===== src/rtl/fifo_read_stream_pkg.sv =====
// Shared types and sizing helpers for the fifo_read_stream drain engine.
package fifo_read_stream_pkg;
    localparam int STATS_W = 32;

    typedef logic [STATS_W-1:0] stats_cnt_t;

    // Occupancy counter width able to hold 0..depth inclusive.
    function automatic int occ_w(input int depth);
        return $clog2(depth + 1);
    endfunction
endpackage


===== src/rtl/sync_fifo_small.sv =====
// Single-clock circular buffer with push/pop and occupancy; DEPTH need not be a power of two.
module sync_fifo_small
    import fifo_read_stream_pkg::*;
#(
    parameter int BITS  = 32,
    parameter int DEPTH = 4,
    localparam int PTR_W = $clog2(DEPTH),
    localparam int OCC_W = occ_w(DEPTH)
) (
    input  logic             clk,
    input  logic             rst_n,
    input  logic             push,
    input  logic [BITS-1:0]  push_data,
    input  logic             pop,
    output logic [BITS-1:0]  pop_data,
    output logic [OCC_W-1:0] occ
);
    logic [BITS-1:0]  mem [DEPTH];
    logic [PTR_W-1:0] head;
    logic [PTR_W-1:0] tail;
    logic             do_pop;

    function automatic logic [PTR_W-1:0] wrap_inc(input logic [PTR_W-1:0] p);
        return (p == PTR_W'(DEPTH - 1)) ? '0 : p + PTR_W'(1);
    endfunction

    // A pop request against an empty buffer is ignored.
    assign do_pop   = pop && (occ != '0);
    assign pop_data = (occ != '0) ? mem[head] : '0;

    always_ff @(posedge clk or negedge rst_n) begin
        if (!rst_n) begin
            head <= '0;
            tail <= '0;
            occ  <= '0;
        end else begin
            if (push) begin
                tail <= wrap_inc(tail);
            end
            if (do_pop) begin
                head <= wrap_inc(head);
            end
            case ({push, do_pop})
                2'b10:   occ <= occ + OCC_W'(1);
                2'b01:   occ <= occ - OCC_W'(1);
                default: occ <= occ;
            endcase
        end
    end

    always_ff @(posedge clk) begin
        if (push) begin
            mem[tail] <= push_data;
        end
    end

    // The issuer's credit rule makes a push into a full buffer unreachable.
    assert property (@(posedge clk) disable iff (!rst_n) !(push && (occ == OCC_W'(DEPTH))))
        else $error("sync_fifo_small: push while full");
endmodule


===== src/rtl/fifo_read_stream.sv =====
// Read-domain drain engine: credit-limited pops from async_fifo into a local buffer, exposed as a stream.
// Optional accepted-word counter on m_count when FIFO_READ_STREAM_STATS_EN is defined.
module fifo_read_stream
    import fifo_read_stream_pkg::*;
#(
    parameter int BITS  = 32,
    parameter int DEPTH = 4
) (
    input  logic            read_clk,
    input  logic            read_rst_n,
    output logic            p_read_en,
    input  logic [BITS-1:0] p_read_data,
    input  logic            p_read_empty,
    output logic            m_valid,
    output logic [BITS-1:0] m_data,
    input  logic            m_ready
`ifdef FIFO_READ_STREAM_STATS_EN
    ,
    output stats_cnt_t      m_count
`endif
);
    localparam int OCC_W = occ_w(DEPTH);

    logic             inflight;
    logic [OCC_W-1:0] occ;
    logic [OCC_W:0]   used;
    logic             hs;

    // Buffered words plus the word already returning must leave room for one more.
    assign used      = {1'b0, occ} + {{OCC_W{1'b0}}, inflight};
    assign p_read_en = read_rst_n && !p_read_empty && (used < (OCC_W+1)'(DEPTH));

    // Stream handshake: a word transfers on a rising edge where m_valid and m_ready are both 1;
    // m_valid/m_data depend only on registered occupancy and never on m_ready.
    assign m_valid = (occ != '0);
    assign hs      = m_valid && m_ready;

    always_ff @(posedge read_clk or negedge read_rst_n) begin
        if (!read_rst_n) begin
            inflight <= 1'b0;
        end else begin
            inflight <= p_read_en;
        end
    end

    sync_fifo_small #(
        .BITS  (BITS),
        .DEPTH (DEPTH)
    ) u_buf (
        .clk       (read_clk),
        .rst_n     (read_rst_n),
        .push      (inflight),
        .push_data (p_read_data),
        .pop       (hs),
        .pop_data  (m_data),
        .occ       (occ)
    );

`ifdef FIFO_READ_STREAM_STATS_EN
    stats_cnt_t stat_cnt;

    always_ff @(posedge read_clk or negedge read_rst_n) begin
        if (!read_rst_n) begin
            stat_cnt <= '0;
        end else if (hs) begin
            stat_cnt <= stat_cnt + STATS_W'(1);
        end
    end

    assign m_count = stat_cnt;
`endif
endmodule


===== config.mk =====
export PLATFORM = sky130hd
export DESIGN_NAME = fifo_read_stream
export DESIGN_NICKNAME = d
export VERILOG_FILES = /design/src/rtl/fifo_read_stream_pkg.sv /design/src/rtl/sync_fifo_small.sv /design/src/rtl/fifo_read_stream.sv
export SDC_FILE = /design/constraint.sdc
export NUM_CORES = 1
export LEC_CHECK = 0
export ABC_AREA = 1
export BUFFER_PORTS_ARGS = -buffer_cell sky130_fd_sc_hd__buf_2
export CAP_MARGIN = 30
export CORE_MARGIN = 2
export CORE_UTILIZATION = 52
export DETAILED_ROUTE_END_ITERATION = 8
export PLACE_DENSITY = 0.75
export SKIP_LAST_GASP = 1
export SYNTH_ARGS = -nofsm -noshare
export SYNTH_HDL_FRONTEND = slang
export SYNTH_SLANG_ARGS = --single-unit

===== constraint.sdc =====
create_clock -name read_clk -period 1.6 [get_ports read_clk]
set_input_delay 0 -clock read_clk [delete_from_list [all_inputs] [get_ports read_clk]]
set_output_delay 0 -clock read_clk [all_outputs]
set_load 0.01 [all_outputs]

* Yosys cells after proc, flatten, opt, wreduce, memory -nomap -nowiden
Memories as Yosys holds them, arrays and structs flattened.
Index checks and enable logic that the tools add are counted.
** Operators by class
- Add/sub/neg operators :: 5
- $lt $le $gt $ge :: 1
- Equality and inequality tests :: 4
- Multiplexer cells :: 6
- Reductions and logical operators :: 7
** Operators by type and width (number)
- $mux W32 :: 1
- $eq A2 B2 Y1 const B :: 3
- $pmux W3 S2 :: 1
- $add A2 B1 Y2 const B :: 2
- $add A3 B1 Y4 :: 1
- $logic_and A1 B1 Y1 :: 4
- $lt A4 B3 Y1 const B :: 1
- $mux W2 :: 2
- $add A3 B1 Y3 const B :: 1
- $reduce_bool A3 Y1 :: 1
- $sub A3 B1 Y3 const B :: 1
- $eq A2 B1 Y1 const B :: 1
- $mux W1 :: 2
- $reduce_bool A2 Y1 :: 1
- $logic_not A1 Y1 :: 1
** Storage, ports and cells
- Register bits :: 8
- RAM bits :: 128
- Input bits :: 36
- Output and inout bits :: 34
- Memories kept :: 1
** Memory list
- u_buf.mem :: words 4, bits a word 32, read ports 1, clocked after Yosys merged registers in 0, write ports 1, line sync_fifo_small.sv:18 : logic [BITS-1:0] mem [DEPTH];

* Logic depth before layout (Yosys ltp)
Gate-level depths: netlist of run 1.
- Depth after elaboration :: 5
- Depth in mapped cells :: 12

* By module
From an unflattened synthesis of run 1, not the netlist that was laid out.
** Second synthesis, totals
- Cell total of the unflattened synthesis :: 572
- Area total of the unflattened synthesis :: 5940.7 um2
** By module, submodules not included
- sync_fifo_small :: times used 1, cells each 561, area each 5876.9 um2, sequential area each 4018.9 um2
- fifo_read_stream :: times used 1, cells each 11, area each 63.8 um2, sequential area each 25.0 um2

* Worst setup path after synthesis of run 1
No wires, ideal clock.
- Path type :: flip-flop to flip-flop
- Start :: reg u_buf.occ[0]
- End :: reg u_buf.occ[1]
- Library setup time :: 0.083 ns
- Arrival :: 1.550 ns
- Data required time :: 1.517 ns
- Slack :: -0.033 ns
- Stages on the path, launching flop included :: 9
- Path buffers :: 0
- Clock period less this slack :: 1.633 ns
- Cells stage by stage :: dfrtp_1 -> inv_2 -> nand3_2 -> nand2_1 -> inv_1 -> ha_1 -> inv_1 -> fa_1 -> o21ai_0
** Between the ends
- Cells in the longest elaborated chain, start to end :: 5
- Elaborated cells on any way between the ends :: 9
** RTL lines
- from (decl) :: line sync_fifo_small.sv:16 : output logic [OCC_W-1:0] occ
- from (signal assigned) :: line sync_fifo_small.sv:44 : 2'b10: occ <= occ + OCC_W'(1);
- from (signal assigned) :: line sync_fifo_small.sv:45 : 2'b01: occ <= occ - OCC_W'(1);
- $reduce_bool A3 Y1 (*) :: line fifo_read_stream.sv:35 : assign m_valid = (occ != '0);
- net m_valid :: line fifo_read_stream.sv:14 : output logic m_valid,
- $logic_and A1 B1 Y1 :: line fifo_read_stream.sv:36 : assign hs = m_valid && m_ready;
- $logic_and A1 B1 Y1 (*) :: line sync_fifo_small.sv:28 : assign do_pop = pop && (occ != '0);
- net u_buf.do_pop :: line sync_fifo_small.sv:21 : logic do_pop;
- $eq A2 B1 Y1 / $eq A2 B2 Y1 (equally long branches) :: line sync_fifo_small.sv:43 : case ({push, do_pop})
- $pmux W3 S2 / $reduce_bool A2 Y1 (equally long branches)
Mark *: on every way through the listed nets, which the timed path passes. The rest lies on a longest branch.
A chain may end at the register's enable or synchronous reset.

* Final worst setup path of run 1
- Start :: reg u_buf.head[0]
- End :: out m_data[12]
** Between the ends
- Cells in the longest elaborated chain, start to end :: 2
** RTL lines
- from (decl) :: line sync_fifo_small.sv:19 : logic [PTR_W-1:0] head;
- from (signal assigned) :: line sync_fifo_small.sv:41 : head <= wrap_inc(head);
- $mem_v2 Z4 W32
- $mux W32 :: line sync_fifo_small.sv:29 : assign pop_data = (occ != '0) ? mem[head] : '0;
- to (decl) :: line fifo_read_stream.sv:15 : output logic [BITS-1:0] m_data,
Every way passes these cells.

==> results of run 1 <==
## layer usage
layer	GRT usage, %	up-vias	share of wire [%]
met2	40.29	160	53
met4	10.50	0	2.7
met1	26.41	2059	38
met3	5.577	33	6.5
li1	-	2064	-
met5	0	-	0
## metrics by stage
| step | setup TNS (ns) | utilization [%] |
|---|---|---|
| detailed placement | -0.09491 | 59.96 |
| floorplan | 0 | - |
| CTS | -0.2682 | 70.54 |
| finish | -0.4811 | 71.95 |
| global placement | 0 | 59.96 |
| global route | -2.760 | 71.95 |
## critical path, cell delays in order, from the launching register on
cell,delay [ns]
dfrtp_2,0.48
buf_6,0.17
buf_12,0.13
nand2_1,0.08
nand3_2,0.10
a21oi_2,0.16
buf_2,0.15
## Yosys cell counts (2+ instances only)
master    count
nand2_1     145
edfxtp_1    128
inv_1        72
inv_2        71
nand3_1      65
a21oi_1      32
buf_2        19
dfrtp_1       8
ha_1          6
buf_6         4
o21ai_1       3
clkinv_2      2
nor3_1        2
## how the worst min path moves through the flow
stage / slack (ns) / start / endpoint
after floorplan: -0.30 / read_rst_n / inflight
after global placement: -0.14 / read_rst_n / inflight
after detailed placement: -0.13 / read_rst_n / inflight
after CTS: 0.27 / p_read_empty / inflight
after global routing: 0.29 / p_read_empty / inflight
final: 0.30 / p_read_empty / inflight
## sequential cells by signal (all words and copies together) (netlist names)
signal and cells:
u_buf.head 2, u_buf.tail 2, inflight 1, u_buf.occ 3, u_buf.mem 128
## cell type report
class                      instances  area [sq um]
tap                              140         175.2
clock inverter                    15         153.9
multi-input combinational        260          1323
clock buffer                      17         425.4
sequential                       136          4045
inverter                         145         564.3
timing repair buffer             143          1216
fill                             729          3080
## cells by family (layout without fill, tap and decap cells)
kind of cell | Yosys count | after routing | share of synthesized area, %
AND/OR/NAND/NOR | 216 | 216 | 15.28
buffers and inverters | 169 | 320 | 11.71
flip-flops | 136 | 136 | 68.21
AO/OA/AOI/OAI | 36 | 36 | 3.039
XOR/XNOR | 1 | 1 | 0.1478
adder cells (fa/ha/maj) | 7 | 7 | 1.604
## what timing repair did
item,in CTS,in global routing
pin swaps,9,15
hold buffers,36,0
setup buffers,9,3
cloned,3,1
gates resized for setup,27,27
setup endpoints to repair,34,35
hold endpoints to repair,139,0
## power by group
part	leakage [nW]	switching, mW	total [mW]	internal (mW)
clock	0.275	1.46	3.75	2.29
combinational	1.99	3.23	5.62	2.39
sequential	1.26	0.188	4.46	4.27
==> results.md, run 1 <==
- Status: finished, violations left
- Violated checks: setup timing
- Max clock buf depth: 2
- Crit path launch type: register
- Leak: 3.525 nW
- Setup Slack @ Placement: -0.04769 ns
- Vias in the first global route: 4,513
- Dpl hpwl: 7511 um
- Final instance area: 7903 sq um
- Finished Layout Cells: 856
- Wirelength per Cell: 16.06 um
- Final Setup Violations: 19
- Num CTS Buffers: 17
- Synth area leaders: edfxtp_1 (65%), nand2_1 (9.2%), nand3_1 (5.5%), inv_1 (4.6%), inv_2 (4.5%)
- Rel. slew slack: 71.89%
- Setup Skew: 0.006608 ns
- Cells after DPL: 773
- Critical R2R Launch: u_buf.occ[2]
- R2r worst-path depth: 11
- Core area: 10,980 sq um
- Worst Hold Class: in -> reg
- Final net count: 746
- Total congestion overflow: 0
- Final period utilization: 105.7%
- Synth Net Count: 608
- Clk slew on worst S/H paths: 0.06 ns
- RSZ-0062 raised after global routing: true
- Area leader, netlist: edfxtp_1
- CP Class: reg -> out
- Final Hold Fails: 0
- Maxcap violations: 0
- Top Ports: 70
- Layout cell share with drive strength beyond 1: 34.22%
- Placed Area: 6585 sq um
- Largest net degree at the start of global routing: 35
- #FFs+latches synth: 136
- Fin crit period: 1.692 ns
- Die height: 110.8 um
- Worst hold path depth: 3
- CTS tree: done
- Num rows: 38
- Ys Warns: 0
- Yosys top cell area share: 64.84%
- Hold slack: 0.2976 ns
- Post-Synthesis Cells: 565
- DR iter-0 viols: 262
- Drt pass-1 iters: 5
- Skew-Pair Late Insertion Delay: 0.41 ns
- Reg-to-reg critical path endpoint: u_buf.occ[2]
- IO Port Bufs: 69
- Peak Freq: 591.1 MHz
- Crit path to: m_data[12]
- Ys flop type: edfxtp_1
- CP startpoint: u_buf.head[0]
- GPL Wtd Cong: 0.7447
- Asr flop ratio synth: 5.882%
- Die footprint: 12,270 sq um
- PwrDens: 1750 nW/um^2
- Clk sinks: 136
- Initial antenna violation count: 0
- Commonest non-fill, non-tap cell in the layout: nand2_1
- EDFF count, synth: 128
- Initial Utilization: 53.98%
- Die Width: 110.8 um
- Ant diodes: 0
- Most frequent cells in the layout: nand2_1 (140), edfxtp_1 (128), inv_2 (70), inv_1 (70), buf_2 (69)
- Slew @ Worst Pin: 0.4202 ns
- Overall Power: 13.83 mW
- DR vias/cell: 5.042
- CTS root buffer: clkbuf_16
- First-pass GRT wire length: 21,750 um
- Worst setup margin: -0.09175 ns
- Worst-path fanout max: 9
- # DRC: 0
- H-tree depth: 4
- Register area share after synthesis: 68.21%
- CP Capture Type: primary output
- Critical Path AT: 1.69 ns
- Vias: 4,316
- Layout area overhead: 33.31%
- FF-to-FF setup slack: -0.03 ns
- Drt total wl: 13,750 um
- Final ANT Viol Nets: 0
- VDD IR max: 0.001083 V
- Worst Path Required: 1.60 ns
- Syn avg cell area: 10.49 sq um
- GRT Total Usage: 22.89%
- Cell Area, Synth: 5928 sq um
- Slew Limit Fails: 0
- Distinct cells, synth: 21
No activity file was read; power rests on OpenSTA's default activity.
==> run 2: changes to the inputs <==
--- a/config.mk
+++ b/config.mk
@@ -12,6 +12,7 @@
 export CORE_UTILIZATION = 52
 export DETAILED_ROUTE_END_ITERATION = 8
 export PLACE_DENSITY = 0.75
+export SKIP_CTS_REPAIR_TIMING = 1
 export SKIP_LAST_GASP = 1
 export SYNTH_ARGS = -nofsm -noshare
 export SYNTH_HDL_FRONTEND = slang
==> results.md, run 2 (synthesized netlist as in run 1, its figures left out) <==
- Status: finished, violations left
- Violated checks: setup timing
- Slew @ Worst Pin: 0.4095 ns
- GPL Wtd Cong: 0.7447
- Maxcap violations: 0
- Num CTS Buffers: 17
- Leak: 3.604 nW
- Vias in the first global route: 4,119
- Peak Freq: 583.0 MHz
- Clk slew on worst S/H paths: 0.06 ns
- PwrDens: 1754 nW/um^2
- Worst Hold Class: in -> reg
- Initial Utilization: 53.98%
- Top reg by flops: u_buf.mem
- RSZ-0062 raised after global routing: true
- Vias: 4,316
- Num rows: 38
- Drt pass-1 iters: 4
- Placed Area: 6585 sq um
- Largest regs: u_buf.mem: 128 flops, u_buf.occ: 3 flops
- Most frequent cells in the layout: edfxtp_1 (128), nand2_1 (127), inv_2 (70)
- Slew Limit Fails: 0
- Die height: 110.8 um
- Worst-path fanout max: 8
- Setup Skew: 0.005051 ns
- # DRC: 0
- DR vias/cell: 5.030
- Worst setup margin: -0.1152 ns
- Initial antenna violation count: 0
- Cells after DPL: 773
- Top Ports: 70
- Finished Layout Cells: 858
- Layout cell share with drive strength beyond 1: 38.30%
- Final net count: 748
- CTS tree: done
- CP Class: reg -> out
- Layout area overhead: 36.24%
- Critical Path AT: 1.72 ns
- Final Setup Violations: 23
- Skew-Pair Late Insertion Delay: 0.41 ns
- Clk sinks: 136
- Fin crit period: 1.715 ns
- Die Width: 110.8 um
- Wirelength per Cell: 16.40 um
- Hold slack: 0.3143 ns
- Total congestion overflow: 0
- Ant diodes: 0
- Largest net degree at the start of global routing: 35
- Max clock buf depth: 2
- Die footprint: 12,270 sq um
- H-tree depth: 4
- Rel. slew slack: 72.61%
- Worst Path Required: 1.60 ns
- DR iter-0 viols: 280
- IO Port Bufs: 69
- Commonest non-fill, non-tap cell in the layout: edfxtp_1
- CP Capture Type: primary output
- CTS root buffer: clkbuf_16
- Setup Slack @ Placement: -0.04769 ns
- First-pass GRT wire length: 19,350 um
- Max reg flops: 128
- Final ANT Viol Nets: 0
- Final period utilization: 107.2%
- Crit path launch type: register
- Core area: 10,980 sq um
- Final instance area: 8077 sq um
- GRT Total Usage: 20.17%
- Final Hold Fails: 0
- Drt total wl: 14,070 um
- Dpl hpwl: 7511 um
- VDD IR max: 0.001057 V
## run 2: area by class of cell
cell class / count / area [sq um]
Multi-Input combinational cell: 260 / 1450
Clock buffer: 17 / 425.4
Sequential cell: 136 / 4045
Inverter: 145 / 564.3
Fill cell: 701 / 2907
Timing Repair Buffer: 145 / 1262
Tap cell: 140 / 175.2
Clock inverter: 15 / 153.9
## run 2: power by group
part / internal [mW] / switching, mW
logic: 2.55 / 3.39
registers: 4.27 / 0.200
clock network: 2.29 / 1.46
## run 2: metal layers
layer	share of wire, %	vias to the layer above	global-route usage, %
li1	-	2071	-
met1	39	2080	23.38
met2	54	142	35.42
met3	5.6	23	6.397
met4	1.7	0	6.917
met5	0	-	0
## run 2: critical path, cell delays in order (launching register included)
cell       delay, ns
dfrtp_2         0.49
buf_6           0.18
clkbuf_16       0.15
nand2_2         0.07
nand3_2         0.10
a21oi_2         0.16
buf_2           0.15
## run 2: per-stage QoR
step	util, %	TNS [ns]	power, mW
3_3_place_gp	59.96	0	8.777
2_1_floorplan	-	0	7.276
4_1_cts	65.23	-4.158	12.67
3_5_place_dp	59.96	-0.09491	8.924
5_1_grt	73.54	-3.474	14.90
6_report	73.54	-0.9742	14.16
## run 2: final timing paths
check,from,endpoint,slack [ns],cells past startpoint
worst max-delay path,u_buf.head[0],m_data[12],-0.12,6
worst min-delay path,p_read_empty,inflight,0.31,3
worst max register to register,u_buf.occ[0],u_buf.occ[2],-0.06,11
worst min register to register,u_buf.occ[0],u_buf.occ[0],0.51,1
max in group asynchronous,read_rst_n,u_buf.head[0],0.70,3
min in group asynchronous,read_rst_n,u_buf.occ[2],0.59,3
==> run 3: changes to the inputs <==
--- a/config.mk
+++ b/config.mk
@@ -12,6 +12,7 @@
 export CORE_UTILIZATION = 52
 export DETAILED_ROUTE_END_ITERATION = 8
 export PLACE_DENSITY = 0.75
+export REMOVE_ABC_BUFFERS = 1
 export SKIP_CTS_REPAIR_TIMING = 1
 export SKIP_LAST_GASP = 1
 export SYNTH_ARGS = -nofsm -noshare
==> results.md, run 3 (synthesized netlist as in run 1, its figures left out) <==
- Status: finished, violations left
- Violated checks: setup timing
- Crit path to: m_data[23]
- Final ANT Viol Nets: 0
- FF-to-FF setup slack: 0.03 ns
- Vias: 4,247
- Drt pass-1 iters: 7
- Worst-path fanout max: 38
- Cells after DPL: 777
- Critical Path AT: 1.65 ns
- Dpl hpwl: 7533 um
- DR vias/cell: 4.991
- CTS tree: done
- Post-route core utilization: 70.87%
- Initial antenna violation count: 0
- Overall Power: 13.76 mW
- Total congestion overflow: 0
- IO Port Bufs: 69
- GRT Total Usage: 20.76%
- CP Class: reg -> out
- Top reg by flops: u_buf.mem
- Maxcap violations: 0
- Filler cells: 756
- Max clock buf depth: 2
- Die footprint: 12,270 sq um
- Num CTS Buffers: 17
- Clock power share: 30.5%
- Layout cell share with drive strength beyond 1: 31.79%
- Switching part of the total: 34.48%
- # DRC: 0
- Core area: 10,980 sq um
- Die height: 110.8 um
- Clk slew on worst S/H paths: 0.06 ns
- Slowest-stage cell, CP: dfrtp_2
- Final Hold Fails: 0
- Die Width: 110.8 um
- Setup Skew: 0.007760 ns
- Worst setup margin: -0.05073 ns
- Setup Slack @ Placement: -0.04674 ns
- Largest net degree at the start of global routing: 39
- WP depth: 5
- Most frequent cells in the layout: nand2_1 (143), edfxtp_1 (128), inv_2 (72)
- Worst Path Required: 1.60 ns
- DR iter-0 viols: 206
- Crit-path cells: buf_8 -> nand2_1 -> nand3_1 -> a21oi_2 -> buf_2
- Worst Hold Class: in -> reg
- Crit path launch type: register
- GPL Wtd Cong: 0.7368
- Int Pwr: 9.015 mW
- Ant diodes: 0
- Final period utilization: 103.2%
- Top Ports: 70
- Reg-to-reg critical path endpoint: u_buf.occ[2]
- Initial Utilization: 53.98%
- Clk sinks: 136
- First-pass GRT wire length: 19,750 um
- RSZ-0062 raised after global routing: true
- Final Setup Violations: 7
- Wirelength per Cell: 15.37 um
- Peak Freq: 605.8 MHz
- Layout area overhead: 31.30%
- Finished Layout Cells: 851
- Rel. slew slack: 75.86%
- CP top delay family: flip-flops
- CP Capture Type: primary output
- Largest regs: u_buf.mem: 128 flops, u_buf.occ: 3 flops
- Vias in the first global route: 4,157
- Commonest non-fill, non-tap cell in the layout: nand2_1
- Drt total wl: 13,080 um
- Combinational Power Share: 37.3%
- Fin crit period: 1.651 ns
- VDD IR max: 0.0008819 V
- Seq pwr share: 32.2%
- CP max stage delay: 0.46 ns
- Slew @ Worst Pin: 0.3609 ns
- CP startpoint: u_buf.head[0]
- H-tree depth: 4
- PwrDens: 1768 nW/um^2
- Hold slack: 0.3220 ns
- Slew Limit Fails: 0
- R2r worst-path depth: 11
- Final net count: 741
- Skew-Pair Late Insertion Delay: 0.41 ns
- CTS root buffer: clkbuf_16
- Num rows: 38
- Max reg flops: 128
- Leak: 3.483 nW
- Critical R2R Launch: u_buf.occ[2]
- Count of buffer and inverter cells on the critical path: 2
- Psw: 4.744 mW
-- run 3: cell types whose count changed in the layout (fill, tap and decap cells not counted), moves of 3 or more --
cell / previous run / this run
clkbuf_16: 22 / 19
nand2_2: 11 / 2
clkinvlp_4: 4 / 1
nand2_1: 127 / 143
inv_6: 2 / 8
nand2_4: 7 / 0
a21oi_2: 18 / 10
nand3_1: 47 / 65
buf_12: 12 / 8
clkinv_2: 6 / 3
nand3_2: 18 / 1
a21oi_1: 14 / 22
-- run 3: metrics by stage --
step	area, sq um	setup TNS (ns)
CTS	7217	-4.618
finish	7784	-0.1404
global route	7784	-2.509
detailed placement	6580	-0.05652
floorplan	5781	-27.79
global placement	6580	0
-- run 3: power by group through the flow --
stage	clock network [mW]	logic, mW	registers (mW)
after floorplan	0	2.27	4.69
after global placement	0	4.30	4.48
after detailed placement	0	4.44	4.50
after CTS	4.23	4.49	4.42
after global routing	4.39	5.58	4.47
final	4.19	5.13	4.44
-- run 3: how the worst min path moves through the flow --
stage / from / endpoint / slack, ns / cells past startpoint
2_1_floorplan: read_rst_n / inflight / -0.30 / 0
3_3_place_gp: read_rst_n / u_buf.occ[0] / -0.14 / 1
3_5_place_dp: read_rst_n / u_buf.occ[2] / -0.14 / 1
4_1_cts: read_rst_n / u_buf.tail[1] / -0.58 / 1
5_1_grt: p_read_empty / inflight / 0.32 / 3
6_report: p_read_empty / inflight / 0.32 / 3
-- run 3: area by class of cell --
class                           count  area [sq um]  share of cell area [%]
Clock buffer                       17         425.4                   5.465
Timing Repair Buffer              138          1115                   14.32
Multi-Input combinational cell    260          1247                   16.03
Tap cell                          140         175.2                   2.250
Sequential cell                   136          4045                   51.97
Clock inverter                     15         211.5                   2.717
Inverter                          145         564.3                   7.250
-- run 3: tightest hold or removal path, stage by stage --
cell           delay (ns)
dlygate4sd3_1        0.54
buf_2                0.10
nor3_1               0.05
-- run 3: metal layers --
metal	wire, um	share of wire, %	GRT usage (%)	up-vias
li1	-	-	-	2057
met1	5185	40	24.75	2004
met2	6764	52	35.38	155
met3	786	6.0	5.467	31
met4	348	2.7	9.417	0
met5	0	0	0	-
